<file path="src/rtl/phy_lane_config_ctrl.sv">
// phy_lane_config_ctrl: collects lane->connection assignment beats, builds the
// per-lane and per-connection lane tables, pulses physical_layer_program_en,
// then tracks link-up of every assigned lane.
// Optional feature macro: PHY_CFG_TIMEOUT_EN (WAIT_UP timeout, error code 3).
module phy_lane_config_ctrl #(
  parameter int NUM_LANES     = 4,
  parameter int LANE_ID_WIDTH = 2,
  parameter int CONN_ID_WIDTH = 2,
  parameter int PROG_CYCLES   = 4,
  parameter int UP_TIMEOUT    = 65535
) (
  input  logic                                         clk,
  input  logic                                         rst_n,
  input  logic                                         cfg_valid,
  output logic                                         cfg_ready,
  input  logic [LANE_ID_WIDTH-1:0]                     cfg_lane,
  input  logic [CONN_ID_WIDTH-1:0]                     cfg_conn_id,
  input  logic                                         cfg_last,
  input  logic                                         reconfig,
  input  logic [NUM_LANES-1:0]                         lanes_up,
  output logic [NUM_LANES-1:0][CONN_ID_WIDTH-1:0]      lanes_connection_id,
  output logic [NUM_LANES-1:0][LANE_ID_WIDTH-1:0]      lanes_order_id,
  output logic [NUM_LANES-1:0][NUM_LANES-1:0]          physical_lane_list,
  output logic [NUM_LANES-1:0][LANE_ID_WIDTH:0]        physical_lane_list_count,
  output logic [CONN_ID_WIDTH-1:0]                     num_connections_minus_one,
  output logic                                         physical_layer_program_en,
  output logic                                         connections_ready,
  output logic [1:0]                                   cfg_error,
  output logic [2:0]                                   cfg_state
);

  typedef enum logic [2:0] {
    S_IDLE    = 3'd0,
    S_COLLECT = 3'd1,
    S_PROGRAM = 3'd2,
    S_WAIT_UP = 3'd3,
    S_READY   = 3'd4,
    S_ERROR   = 3'd5
  } state_t;

  state_t                                  state, state_nxt;
  logic [1:0]                              err_nxt;
  logic [NUM_LANES-1:0]                    assigned;
  logic [NUM_LANES-1:0]                    up_q;
  logic                                    rdy_q;
  logic [31:0]                             prog_cnt;
  logic                                    accept, dup, gap, all_up;
  logic [NUM_LANES-1:0][LANE_ID_WIDTH:0]   cnt_nxt;
  logic [CONN_ID_WIDTH-1:0]                max_nxt;

  // reconfig must block a same-cycle beat, so it gates the registered ready
  assign cfg_ready = rdy_q & ~reconfig;
  assign accept    = cfg_valid & cfg_ready;
  assign dup       = assigned[cfg_lane];
  assign all_up    = ((up_q & assigned) == assigned);
  assign cfg_state = state;

  // Counts and max connection id as they will be after this beat, for the gap check
  always_comb begin
    cnt_nxt = physical_lane_list_count;
    max_nxt = num_connections_minus_one;
    if (accept && !dup) begin
      cnt_nxt[cfg_conn_id] = physical_lane_list_count[cfg_conn_id] + 1'b1;
      if (cfg_conn_id > max_nxt) max_nxt = cfg_conn_id;
    end
    gap = 1'b0;
    for (int c = 0; c < NUM_LANES; c++)
      if ((CONN_ID_WIDTH'(c) <= max_nxt) && (cnt_nxt[c] == '0)) gap = 1'b1;
  end

`ifdef PHY_CFG_TIMEOUT_EN
  logic [31:0] to_cnt;
  logic        to_hit;
  assign to_hit = (to_cnt >= 32'(UP_TIMEOUT - 1));

  // Timeout counter: runs only while staying in WAIT_UP, zero elsewhere
  always_ff @(posedge clk or negedge rst_n) begin
    if (!rst_n)                                          to_cnt <= '0;
    else if (state == S_WAIT_UP && state_nxt == S_WAIT_UP) to_cnt <= to_cnt + 1'b1;
    else                                                 to_cnt <= '0;
  end
`else
  logic to_hit;
  logic unused_to;
  assign to_hit    = 1'b0;
  assign unused_to = (UP_TIMEOUT == 0);
`endif

  // Next-state and error-code decode; reconfig overrides everything
  always_comb begin
    state_nxt = state;
    err_nxt   = cfg_error;
    case (state)
      S_IDLE, S_COLLECT: begin
        if (accept) begin
          if (dup) begin
            state_nxt = S_ERROR;
            err_nxt   = 2'd1;
          end else if (cfg_last) begin
            if (gap) begin
              state_nxt = S_ERROR;
              err_nxt   = 2'd2;
            end else begin
              state_nxt = S_PROGRAM;
            end
          end else begin
            state_nxt = S_COLLECT;
          end
        end
      end
      S_PROGRAM: if (prog_cnt == 32'(PROG_CYCLES - 1)) state_nxt = S_WAIT_UP;
      S_WAIT_UP: begin
        if (all_up) state_nxt = S_READY;
        else if (to_hit) begin
          state_nxt = S_ERROR;
          err_nxt   = 2'd3;
        end
      end
      S_READY:  if (!all_up) state_nxt = S_WAIT_UP;
      S_ERROR:  state_nxt = S_ERROR;
      default:  state_nxt = S_IDLE;
    endcase
    if (reconfig) begin
      state_nxt = S_IDLE;
      err_nxt   = 2'd0;
    end
  end

  // State, registered status outputs, program-pulse counter, lane-up sampling
  always_ff @(posedge clk or negedge rst_n) begin
    if (!rst_n) begin
      state                     <= S_IDLE;
      cfg_error                 <= 2'd0;
      rdy_q                     <= 1'b1;
      physical_layer_program_en <= 1'b0;
      connections_ready         <= 1'b0;
      prog_cnt                  <= '0;
      up_q                      <= '0;
    end else begin
      state                     <= state_nxt;
      cfg_error                 <= err_nxt;
      rdy_q                     <= (state_nxt == S_IDLE) || (state_nxt == S_COLLECT);
      physical_layer_program_en <= (state_nxt == S_PROGRAM);
      connections_ready         <= (state_nxt == S_READY);
      prog_cnt                  <= (state == S_PROGRAM) ? prog_cnt + 1'b1 : '0;
      up_q                      <= lanes_up;
    end
  end

  // Lane/connection tables: written on an accepted non-duplicate beat, cleared by reconfig
  always_ff @(posedge clk or negedge rst_n) begin
    if (!rst_n) begin
      assigned                  <= '0;
      lanes_connection_id       <= '0;
      lanes_order_id            <= '0;
      physical_lane_list        <= '0;
      physical_lane_list_count  <= '0;
      num_connections_minus_one <= '0;
    end else if (reconfig) begin
      assigned                  <= '0;
      lanes_connection_id       <= '0;
      lanes_order_id            <= '0;
      physical_lane_list        <= '0;
      physical_lane_list_count  <= '0;
      num_connections_minus_one <= '0;
    end else if (accept && !dup) begin
      assigned[cfg_lane]                        <= 1'b1;
      lanes_connection_id[cfg_lane]             <= cfg_conn_id;
      lanes_order_id[cfg_lane]                  <= physical_lane_list_count[cfg_conn_id][LANE_ID_WIDTH-1:0];
      physical_lane_list[cfg_conn_id][cfg_lane] <= 1'b1;
      physical_lane_list_count                  <= cnt_nxt;
      num_connections_minus_one                 <= max_nxt;
    end
  end

endmodule

</file>
<file path="config.mk">
export PLATFORM = sky130hd
export DESIGN_NAME = phy_lane_config_ctrl
export DESIGN_NICKNAME = d
export VERILOG_FILES = /design/src/rtl/phy_lane_config_ctrl.sv
export SDC_FILE = /design/constraint.sdc
export NUM_CORES = 1
export LEC_CHECK = 0
export CAP_MARGIN = 40
export CELL_PAD_IN_SITES_DETAIL_PLACEMENT = 0
export CELL_PAD_IN_SITES_GLOBAL_PLACEMENT = 1
export CORE_MARGIN = 4
export CORE_UTILIZATION = 38
export DETAILED_ROUTE_END_ITERATION = 8
export PLACE_DENSITY_LB_ADDON = 0.1
export SYNTH_ARGS = -nofsm -noshare
export SYNTH_HDL_FRONTEND = slang
export SYNTH_SLANG_ARGS = --single-unit
</file>
<file path="constraint.sdc">
create_clock -name clk -period 2.59 [get_ports clk]
set_clock_uncertainty 0.05 [all_clocks]
set_input_delay 0.3885 -clock clk [delete_from_list [all_inputs] [get_ports clk]]
set_output_delay 0.3885 -clock clk [all_outputs]
set_load 0.005 [all_outputs]
</file>
# After elaboration in Yosys (flattened, before gate mapping)

Cells that the tools add are included.

Flip-flop bits (word level): 94
Bits of input ports: 13
Output and inout port bits: 54
Logic and storage cells: 124

Add/subtract/negate cells: 2
Magnitude comparators: 9
Eq/ne operators: 10
Multiplexer cells: 50
Bitwise logic cells: 6
Reduce and logical (&&, ||, !) cells: 22

Operators with widths:

| cell                                                                  | count |
|---|---|
| 12-bit two-way mux                                                    | 3 |
| 32-bit by 1-bit adder with 32-bit output (second input constant)      | 1 |
| 32-bit by 2-bit == test with 1-bit output (second input constant)     | 1 |
| 16-bit two-way mux                                                    | 2 |
| 32-bit two-way mux                                                    | 1 |
| 8-bit two-way mux                                                     | 4 |
| 3-bit two-way mux                                                     | 10 |
| 2-bit two-way mux                                                     | 11 |
| 3-bit logical NOT                                                     | 6 |
| 8-bit bitwise mux                                                     | 2 |
| 16-bit bitwise OR                                                     | 1 |
| 3-bit case mux with 5 select lines                                    | 1 |
| 12-bit bitwise mux                                                    | 1 |
| 4-bit two-way mux                                                     | 3 |
| 3-bit by 2-bit == test with 1-bit output (second input constant)      | 3 |
| 3-bit == test (second input constant)                                 | 3 |
| 4-bit demux with 2-bit select                                         | 1 |
| 1-bit logical AND                                                     | 7 |
| 3-bit binary-select mux with 2-bit select                             | 1 |
| 3-bit demux with 2-bit select                                         | 1 |
| 3-bit by 1-bit == test with 1-bit output (second input constant)      | 2 |
| 2-bit by 3-bit < comparator with 1-bit output (second input constant) | 2 |
| 1-bit two-way mux                                                     | 6 |
| 2-bit nonzero test                                                    | 3 |
| 18 further kinds                                                      | 23 |

# Logic depth before layout (Yosys ltp)

Gate-level depths: netlist of run 1.

Word-level depth: 20
Mapped depth: 11
Depth with buffers taken out: 9

# Worst setup path after synthesis of run 1

No wires, ideal clock.

Path type: input -> register
From: in cfg_conn_id[0]
To: reg connections_ready
Library setup time: 0.119 ns
Arrival time: 3.066 ns
Data required time: 2.421 ns
Setup slack: -0.645 ns
Stages: 10
Buffers on the path: 2
Path through: clkbuf_1 clkbuf_1 mux4_2 ha_1 xor2_1 nor4_1 o31ai_2 a21oi_2 o41a_1 and2_1

Longest elaborated chain between the ends: 19
Elaborated cells between the ends (all ways): 36
Classes of those cells: 1 x add/sub; 7 x order compare; 1 x eq/ne; 18 x mux; 9 x reduce/logical

Ends and longest elaborated chain:

| element                                                                                                                                             | RTL line | source |
|---|---|---|
| start, declared                                                                                                                                     | 17       | `input logic [CONN_ID_WIDTH-1:0] cfg_conn_id,` |
| 2-bit by 3-bit < comparator with 1-bit output (implied by the code) or 2-bit by 1-bit greater-or-equal comparator with 1-bit output (tied branches) | 63       | `cnt_nxt[cfg_conn_id] = physical_lane_list_count[cfg_conn_id] + 1'b1;` |
| 1-bit logical AND (implied by the code)                                                                                                             | 63       |  |
| 3-bit two-way mux (implied by the code)                                                                                                             | 63       |  |
| 3-bit demux with 2-bit select                                                                                                                       | 63       |  |
| 12-bit bitwise mux                                                                                                                                  | 63       |  |
| 12-bit two-way mux                                                                                                                                  | 62       | `if (accept && !dup) begin` |
| 3-bit logical NOT                                                                                                                                   | 68       | `if ((CONN_ID_WIDTH'(c) <= max_nxt) && (cnt_nxt[c] == '0)) gap = 1'b1;` |
| 1-bit logical AND                                                                                                                                   | 68       |  |
| [4 not listed]                                                                                                                                      | --       |  |
| 3-bit two-way mux (*)                                                                                                                               | 100      | `if (gap) begin` |
| 3-bit two-way mux (*)                                                                                                                               | 99       | `end else if (cfg_last) begin` |
| 3-bit two-way mux (*)                                                                                                                               | 96       | `if (dup) begin` |
| 3-bit two-way mux (*)                                                                                                                               | 95       | `if (accept) begin` |
| 3-bit case mux with 5 select lines (*)                                                                                                              | 93       | `case (state)` |
| 3-bit two-way mux (*)                                                                                                                               | 123      | `if (reconfig) begin` |
| via state_nxt[2]                                                                                                                                    | 41       | `state_t state, state_nxt;` |
| 3-bit == test (*)                                                                                                                                   | 144      | `connections_ready <= (state_nxt == S_READY);` |
| end signal, assigned                                                                                                                                | 144      |  |
| end, declared                                                                                                                                       | 27       | `output logic connections_ready,` |

Mark *: on every way through the listed nets, which the timed path passes. The rest lies on a longest branch. The select of a mux whose other input is x is not followed.
A chain may end at the register's enable or synchronous reset.

# Worst setup path in the final report of run 1

From: reg assigned[3]
To: reg connections_ready

Longest elaborated chain between the ends: 18
Elaborated cells between the ends (all ways): 33
Classes of those cells: 4 x order compare; 2 x eq/ne; 16 x mux; 1 x bitwise; 10 x reduce/logical

Ends and longest elaborated chain:

| element                                                                             | RTL line | source |
|---|---|---|
| start, declared                                                                     | 43       | `logic [NUM_LANES-1:0] assigned;` |
| start signal, assigned                                                              | 153      | `assigned <= '0;` |
| start signal, assigned                                                              | 160      | `assigned <= '0;` |
| start signal, assigned by index                                                     | 167      | `assigned[cfg_lane] <= 1'b1;` |
| 1-bit binary-select mux with 2-bit select                                           | 54       | `assign dup = assigned[cfg_lane];` |
| 1-bit two-way mux (implied by the code)                                             | 54       |  |
| 1-bit logical NOT                                                                   | 62       |  |
| 1-bit logical AND                                                                   | 62       |  |
| 2-bit two-way mux or 12-bit two-way mux (tied branches)                             | 62       |  |
| 1-bit by 2-bit <= comparator with 1-bit output or 3-bit logical NOT (tied branches) | 68       |  |
| 1-bit logical AND                                                                   | 68       |  |
| 1-bit two-way mux (4 in a row)                                                      | 68       |  |
| 3-bit two-way mux                                                                   | 100      |  |
| 3-bit two-way mux                                                                   | 99       |  |
| 3-bit two-way mux                                                                   | 96       |  |
| 3-bit two-way mux                                                                   | 95       |  |
| 3-bit case mux with 5 select lines (*)                                              | 93       |  |
| 3-bit two-way mux (*)                                                               | 123      |  |
| via state_nxt[2]                                                                    | 41       |  |
| 3-bit == test (*)                                                                   | 144      |  |

Marks and branches as above.

==> results of run 1 <==
-- worst paths after layout --
check                       startpoint                          end  cells after the start
setup / recovery           assigned[3]            connections_ready                      8
hold / removal                   rst_n  physical_lane_list_count[1]                      1
setup reg to reg           assigned[3]            connections_ready                      8
hold reg to reg            prog_cnt[0]                  prog_cnt[0]                      1
max in group asynchronous        rst_n                        rdy_q                      2
min in group clk           prog_cnt[0]                  prog_cnt[0]                      1
-- flip-flops by register name, indices dropped and copies added, names as in the netlist, 2 cells and up --
name and count:
num_connections_minus_one 2, lanes_connection_id 8, cfg_state 3, physical_lane_list_count 12, assigned 4, prog_cnt 32
up_q 4, cfg_error 2, physical_lane_list 16, lanes_order_id 8
-- layout make-up --
cell class	count	area share
Timing Repair Buffer	147	0.210
Clock inverter	1	0.00121
Sequential cell	94	0.378
Tap cell	143	0.0288
Inverter	12	0.00724
Multi-Input combinational cell	316	0.334
Clock buffer	13	0.0402
-- cells by family after synthesis --
family,after synthesis
AND/OR/NAND/NOR,189
flip-flops,94
AO/OA/AOI/OAI,67
buffers and inverters,30
XOR/XNOR,29
multiplexers,25
adder cells (fa/ha/maj),5
-- layout by cell type, fill, tap and decap left out, types with 4 or more instances in the layout --
cell	instances
mux4_2	4
xnor2_1	9
clkdlybuf4s50_1	61
a21oi_1	23
a31oi_1	4
nor2b_1	8
nor2_1	92
nor3_1	10
and4_1	5
nand3_1	12
xor2_1	20
mux2i_1	16
nand2b_1	4
a22o_1	5
inv_1	11
and3_1	6
nor4_1	10
o31ai_1	4
clkbuf_16	9
nand4_1	10
and2_1	5
mux2_2	4
dfrtp_1	93
nand2_1	16
o21ai_0	13
buf_4	76
-- power by group through the flow --
stage	registers (mW)	logic [mW]	clock network, mW
6_report	1.52	0.432	1.19
4_1_cts	1.52	0.423	1.22
2_1_floorplan	1.55	0.184	0
5_1_grt	1.52	0.472	1.29
3_3_place_gp	1.54	0.396	0
3_5_place_dp	1.54	0.398	0
-- per-stage QoR --
step | setup slack, ns | util | setup TNS, ns
floorplan | -0.243 | - | -1.37
global placement | -0.735 | 0.507 | -11.92
detailed placement | -0.808 | 0.507 | -12.62
CTS | -0.0511 | 0.540 | -0.106
global route | -0.159 | 0.545 | -0.965
finish | -0.0578 | 0.545 | -0.174
-- what timing repair did --
action,CTS,global route
endpoints found under the setup margin,9,12
buffers inserted,10,4
pin swaps,4,4
resized for setup,15,6
cloned,0,1
-- critical path, cell delays in order (launching register included) --
cell	delay (ns)
dfrtp_1	0.38
mux4_2	0.54
buf_6	0.15
or2_4	0.25
or4b_4	0.54
o211a_4	0.17
a21oi_4	0.14
o41a_1	0.21
and2_1	0.15
-- routing by layer --
layer  share of wire  global-route usage  wire, um
met1            0.49               0.269      5820
met2            0.47               0.288      5570
met3           0.035              0.0337       414
met4          0.0080              0.0510        95
met5               0                   0         0
==> results.json, run 1 <==
{
  "status": "finished, violations left",
  "violations": "setup timing",
  "synth_area_per_cell_um2": 10.1,
  "vias": 3730,
  "drt_iter0_drc": 203,
  "powerDensity_mw_per_mm2": 504,
  "intPower_mw": 2.38,
  "fin_area_mm2": 0.00622,
  "synth_xor_area_frac": 0.0571,
  "clockRootBuffer": "clkbuf_16",
  "path_clk_slew_ns": 0.06,
  "netlist.area_leader.share": 0.523,
  "hp-class": "in2async",
  "placed_cells": 697,
  "hold_slack_ns": 0.0269,
  "seq_area_mm2": 0.00235,
  "final_cells": 726,
  "wire_per_inst_um": 16.4,
  "synth-edff-count": 0,
  "rsz0062_at_grt": "true",
  "synthCells": 439,
  "relSlewSlack": 0.581,
  "multi_input_area_mm2": 0.00208,
  "yosysWarnings": 0,
  "ir_drop_mv": 0.295,
  "ys.flop_type": "dfrtp_1",
  "clkPwrFrac": 0.378,
  "dpl.hpwl_um": 8510,
  "synthToLayoutAreaGrowth_pct": 39.8,
  "cts_tree": "yes",
  "hold_buffers": 0,
  "netlist_area_mm2": 0.00445,
  "grtUsageTotal": 0.186,
  "rrSetupSlack_ns": -0.06,
  "dieArea_mm2": 0.0135,
  "fin_crit_sh": 1.02,
  "layout_min_cycle_time_ns": 2.65,
  "p_sw_frac": 0.240,
  "clockBufferDepth": 2,
  "fillCellCount": 1051,
  "drt_wl_total_um": 11900,
  "n_antenna_cell": 0,
  "crit_required_ns": 2.81,
  "rows": 39,
  "critPathMaxFanout": 5,
  "synth_area_leader_cell": "dfrtp_1",
  "synth_nets": 457,
  "grt_max_degree": 49,
  "yosysMostFrequentCell": "dfrtp_1",
  "synth_top_family_by_area": "simple AND/OR/NAND/NOR gates",
  "synthTopCellsByCount": "dfrtp_1 (93), nor2_1 (92), a21oi_1 (25)",
  "synthDistinctLibCells": 46,
  "grt_pass1_vias": 3671,
  "power.total_mw": 3.14,
  "synth_mux_area_frac": 0.0689,
  "antenna_found_initial": 0,
  "nets": 598,
  "dr.pass1.iters": 5,
  "cts_buffers": 9,
  "globalRouteOverflowTotal": 0,
  "num_io_pins": 67,
  "drive_above_1_share": 0.213,
  "design.core.area_mm2": 0.0114,
  "fmaxAchievable_mhz": 378,
  "synth_compound_area_frac": 0.0985,
  "clk_latency_ns": 0.33,
  "drv_cap": 0,
  "htree_levels": 3,
  "place.gp.congestion": 0.892,
  "synthSimpleGateAreaFrac": 0.204,
  "clock-sinks": 94,
  "fp.dieH_um": 116,
  "seq_area_frac_synth": 0.529,
  "async_flop_share": 1.00,
  "ant_nets": 0,
  "tightest_slew_ns": 0.628,
  "grt_pass1_wl_um": 19400,
  "fp.dieW_um": 116,
  "crit_type": "reg2reg",
  "routed_via_density": 5.14,
  "synth_area_leaders": "dfrtp_1 (52%), nor2_1 (7.8%), xor2_1 (3.9%), mux2i_1 (3.6%), a21oi_1 (2.8%)",
  "finalWorstSetupSlack_ns": -0.0578,
  "drcViolationCount": 0,
  "synth-seq-cells": 94,
  "pwr-share-comb": 0.138,
  "finalSetupViolations": 5,
  "power.share.sequential": 0.484,
  "start_kind": "register",
  "cp.arrival_ns": 2.87,
  "cp-end-kind": "register",
  "hold_viol": 0,
  "maxSlewViolCount": 0,
  "switching_power_mw": 0.753,
  "port_buffers": 66,
  "place_area_mm2": 0.00579,
  "start_util": 0.390,
  "leakage_nw": 2.69,
  "synth_fa_ha_area_frac": 0.0141
}
(Power assumes the default switching activity.)
==> run 2, diff against run 1 <==
--- a/config.mk
+++ b/config.mk
@@ -11,6 +11,7 @@
 export CORE_MARGIN = 4
 export CORE_UTILIZATION = 38
 export DETAILED_ROUTE_END_ITERATION = 8
+export HOLD_SLACK_MARGIN = 0.02
 export PLACE_DENSITY_LB_ADDON = 0.1
 export SYNTH_ARGS = -nofsm -noshare
 export SYNTH_HDL_FRONTEND = slang
==> constraint.sdc (replaced) <==
create_clock -name clk -period 2.2 [get_ports clk]
set_clock_uncertainty 0.05 [all_clocks]
set_input_delay 0.33 -clock clk [delete_from_list [all_inputs] [get_ports clk]]
set_output_delay 0.33 -clock clk [all_outputs]
set_load 0.005 [all_outputs]
==> results.json, run 2 (synthesis results as in run 1) <==
{
  "status": "finished, violations left",
  "violations": "setup timing",
  "clk_latency_ns": 0.34,
  "drv_cap": 0,
  "relSlewSlack": 0.565,
  "rows": 39,
  "grt_pass1_vias": 3749,
  "hold_path_depth": 1,
  "rsz0062_at_grt": "true",
  "powerDensity_mw_per_mm2": 589,
  "place.gp.congestion": 0.885,
  "place_area_mm2": 0.00585,
  "final_common_cell": "dfrtp_1",
  "largest_reg_flops": 32,
  "synthToLayoutAreaGrowth_pct": 44.0,
  "dpl.hpwl_um": 8490,
  "cts_buffers": 9,
  "start_kind": "register",
  "regMostFlops": "prog_cnt",
  "clockBufferDepth": 2,
  "reg.largest.list": "prog_cnt: 32 flops, physical_lane_list: 16 flops, physical_lane_list_count: 12 flops",
  "leakage_nw": 2.77,
  "dr.pass1.iters": 4,
  "cp-end-kind": "register",
  "r2r_cells": 8,
  "antenna_found_initial": 0,
  "clockRootBuffer": "clkbuf_16",
  "cts_tree": "yes",
  "critPathMaxFanout": 5,
  "grt_pass1_wl_um": 19400,
  "drcViolationCount": 0,
  "fp.dieW_um": 116,
  "path_clk_slew_ns": 0.06,
  "n_antenna_cell": 0,
  "design.core.area_mm2": 0.0114,
  "grt_max_degree": 50,
  "layout_min_cycle_time_ns": 2.66,
  "tns_ns": -3.57,
  "crit_required_ns": 2.42,
  "crit_type": "reg2reg",
  "grtUsageTotal": 0.184,
  "fin_crit_sh": 1.21,
  "clock-sinks": 94,
  "dieArea_mm2": 0.0135,
  "maxSlewViolCount": 0,
  "nets": 602,
  "tightest_slew_ns": 0.653,
  "num_io_pins": 67,
  "htree_levels": 3,
  "start_util": 0.390,
  "fin_area_mm2": 0.00640,
  "fillCellCount": 1016,
  "finalSetupViolations": 23,
  "vias": 3753,
  "port_buffers": 66,
  "ant_nets": 0,
  "ir_drop_mv": 0.360,
  "fp.dieH_um": 116,
  "final_cell_mix": "dfrtp_1 (93), nor2_1 (87), buf_4 (73)",
  "fmaxAchievable_mhz": 376,
  "wire_per_inst_um": 16.1,
  "routed_via_density": 5.13,
  "cp.arrival_ns": 2.89,
  "drt_wl_total_um": 11800,
  "drive_above_1_share": 0.251,
  "hp-class": "in2reg",
  "finalWorstSetupSlack_ns": -0.462,
  "hold_slack_ns": 0.377,
  "globalRouteOverflowTotal": 0,
  "hold_viol": 0,
  "drt_iter0_drc": 223
}
[run 2: layout make-up]
class | count | area [um2] | share of cell area
clock inverters | 7 | 48.8 | 0.00762
multi-input cells | 315 | 2170 | 0.340
flip-flops and latches | 94 | 2350 | 0.368
clock buffers | 9 | 225 | 0.0352
repair buffers | 152 | 1380 | 0.215
inverters | 12 | 45.0 | 0.00703
well taps | 143 | 179 | 0.0279
[run 2: what timing repair did]
item	in CTS	in global routing
setup endpoints to repair	46	49
hold buffers	1	0
gates resized for setup	45	16
buffers inserted	10	4
pin swaps	13	9
endpoints found under the hold margin	46	0
[run 2: path summary, 6_finish.rpt]
kind / slack (ns) / startpoint / end
max: -0.46 / assigned[3] / connections_ready
min: 0.38 / lanes_up[0] / up_q[0]
max reg2reg: -0.46 / assigned[3] / connections_ready
min reg2reg: 0.43 / prog_cnt[0] / prog_cnt[0]
max in group asynchronous: 0.95 / rst_n / physical_lane_list[1]
min in group asynchronous: 0.51 / rst_n / num_connections_minus_one[0]
[run 2: where the power goes]
part | total, mW | leakage (nW) | switching (mW) | internal [mW]
logic | 0.552 | 1.34 | 0.271 | 0.281
clock network | 1.43 | 0.136 | 0.666 | 0.768
registers | 1.79 | 1.29 | 0.0243 | 1.76
[run 2: per-stage QoR]
| stage | util | power (mW) | std cells | setup slack (ns) |
|---|---|---|---|---|
| final | 0.561 | 3.77 | 732 | -0.462 |
| after global routing | 0.561 | 3.93 | 732 | -0.559 |
| after CTS | 0.559 | 3.82 | 732 | -0.473 |
| after detailed placement | 0.512 | 2.29 | 705 | -1.03 |
| after global placement | 0.512 | 2.29 | 705 | -1.01 |
| after floorplan | - | 2.04 | 439 | -0.575 |
[run 2: worst max-delay path, cell delays in order (launching register included)]
cell     delay, ns
dfrtp_1       0.38
mux4_2        0.54
buf_6         0.15
or2_4         0.26
or4b_4        0.54
o211a_4       0.18
a21oi_4       0.18
o41a_1        0.19
and2_1        0.13
[run 2: metal layers]
metal,track usage,wire [um],up-vias
li1,-,-,1827
met1,0.266,5730,1837
met2,0.286,5520,79
met3,0.0321,434,10
met4,0.0549,135,0
met5,0,0,-
==> run 3, diff against run 2 <==
--- a/config.mk
+++ b/config.mk
@@ -6,7 +6,7 @@
 export NUM_CORES = 1
 export LEC_CHECK = 0
 export CAP_MARGIN = 40
-export CELL_PAD_IN_SITES_DETAIL_PLACEMENT = 0
+export CELL_PAD_IN_SITES_DETAIL_PLACEMENT = 1
 export CELL_PAD_IN_SITES_GLOBAL_PLACEMENT = 1
 export CORE_MARGIN = 4
 export CORE_UTILIZATION = 38
==> results.json, run 3 (synthesis results as in run 1) <==
{
  "worstPathCellList": "mux4_2, ha_4, a21oi_2, nand2_1, or4b_4, o211a_4, a21oi_4, o41a_1, and2_1",
  "finalWorstSetupSlack_ns": -0.503,
  "rsz0062_at_grt": "true",
  "cp_slowest_cell": "or4b_4",
  "path_clk_slew_ns": 0.07,
  "cp-end-kind": "register",
  "dr.pass1.iters": 4,
  "critPathMaxFanout": 4,
  "routed_via_density": 5.31,
  "violations": "setup timing",
  "crit_type": "reg2reg",
  "rows": 39,
  "clockRootBuffer": "clkbuf_16",
  "port_buffers": 66,
  "tns_ns": -3.45,
  "design.core.area_mm2": 0.0114,
  "final_cell_mix": "dfrtp_1 (93), nor2_1 (87), buf_4 (81)",
  "crit_buf_inv": 0,
  "clock-sinks": 94,
  "place_worst_setup_slack_ns": -1.06,
  "crit_required_ns": 2.42,
  "multi_input_area_mm2": 0.00212,
  "fillCellCount": 1265,
  "drt_iter0_drc": 146,
  "start_util": 0.390,
  "clockBufferDepth": 2,
  "n_antenna_cell": 0,
  "relSlewSlack": 0.554,
  "hp-class": "in2reg",
  "final_cells": 740,
  "drv_cap": 0,
  "layout_min_cycle_time_ns": 2.70,
  "htree_levels": 3,
  "synthToLayoutAreaGrowth_pct": 44.6,
  "start_kind": "register",
  "cts_buffers": 9,
  "dpl.hpwl_um": 9720,
  "tightest_slew_ns": 0.669,
  "maxSlewViolCount": 0,
  "wire_per_inst_um": 19.0,
  "ant_nets": 0,
  "regMostFlops": "prog_cnt",
  "globalRouteOverflowTotal": 0,
  "num_io_pins": 67,
  "drive_above_1_share": 0.251,
  "placed_cells": 705,
  "fin_crit_sh": 1.23,
  "seq_area_mm2": 0.00235,
  "power.total_mw": 4.01,
  "nets": 610,
  "critical_path.max_stage_delay_ns": 0.54,
  "hold_viol": 0,
  "grt_max_degree": 50,
  "place.gp.congestion": 0.885,
  "grt_pass1_vias": 4306,
  "fp.dieH_um": 116,
  "cts_tree": "yes",
  "grt_pass1_wl_um": 23000,
  "fp.dieW_um": 116,
  "grtUsageTotal": 0.220,
  "clk_latency_ns": 0.34,
  "powerDensity_mw_per_mm2": 623,
  "reg.largest.list": "prog_cnt: 32 flops, physical_lane_list: 16 flops, physical_lane_list_count: 12 flops",
  "drt_wl_total_um": 14100,
  "antenna_found_initial": 0,
  "fmaxAchievable_mhz": 370,
  "dieArea_mm2": 0.0135,
  "vias": 3926,
  "final_core_util": 0.563,
  "leakage_nw": 2.80,
  "drcViolationCount": 0,
  "finalSetupViolations": 15,
  "cp_top_family": "simple AND/OR/NAND/NOR gates",
  "largest_reg_flops": 32,
  "status": "finished, violations left",
  "final_common_cell": "dfrtp_1",
  "cp.arrival_ns": 2.93,
  "ir_drop_mv": 0.406
}
-- run 3: changes by cell type in the layout (fill, tap and decap cells not counted), sizes merged --
| cell | change |
|---|---|
| buf | +8 |
| bufinv | +2 |
| clkinv | -2 |
| clkbuf | +1 |
| clkinvlp | -1 |
-- run 3: per-layer routing --
| layer | vias up | part of all wire | global-route usage |
|---|---|---|---|
| met5 | - | 0 | 0 |
| met4 | 0 | 0.012 | 0.0603 |
| met3 | 15 | 0.025 | 0.0321 |
| met2 | 67 | 0.50 | 0.368 |
| met1 | 2012 | 0.46 | 0.301 |
| li1 | 1832 | - | - |
-- run 3: timing repair --
| item | 4_1_cts | 5_1_grt |
|---|---|---|
| hold buffers | 1 | 0 |
| buffers inserted | 12 | 8 |
| setup endpoints to repair | 46 | 48 |
| gates resized for setup | 20 | 25 |
| endpoints found under the hold margin | 46 | 0 |
| pin swaps | 7 | 5 |
-- run 3: where the power goes --
part	internal (mW)	switching, mW
sequential	1.76	0.0244
clock	0.996	0.675
combinational	0.273	0.277
total	3.03	0.977
-- run 3: layout make-up --
| class | instances | share of cell area |
|---|---|---|
| timing repair buffer | 160 | 0.221 |
| multi-input combinational | 315 | 0.330 |
| clock buffer | 10 | 0.0356 |
| sequential | 94 | 0.366 |
| tap | 143 | 0.0278 |
| clock inverter | 6 | 0.0130 |
| inverter | 12 | 0.00700 |
-- run 3: per-stage QoR --
stage                     hold WS [ns]  cell area, um2
final                            0.380            6430
after global placement           0.355            5850
after CTS                        0.370            6320
after detailed placement         0.365            5850
after floorplan                -0.0156            4530
after global routing             0.365            6430
-- run 3: final timing paths --
path / start / to / slack, ns / depth (start not counted)
hold / removal: lanes_up[0] / up_q[0] / 0.38 / 1
setup / recovery: physical_lane_list_count[0] / connections_ready / -0.50 / 9
max in group asynchronous: rst_n / physical_lane_list[1] / 0.93 / 3
min in group asynchronous: rst_n / cfg_state[0] / 0.53 / 2
hold reg to reg: physical_lane_list[3] / physical_lane_list[3] / 0.46 / 2
setup reg to reg: physical_lane_list_count[0] / connections_ready / -0.50 / 9
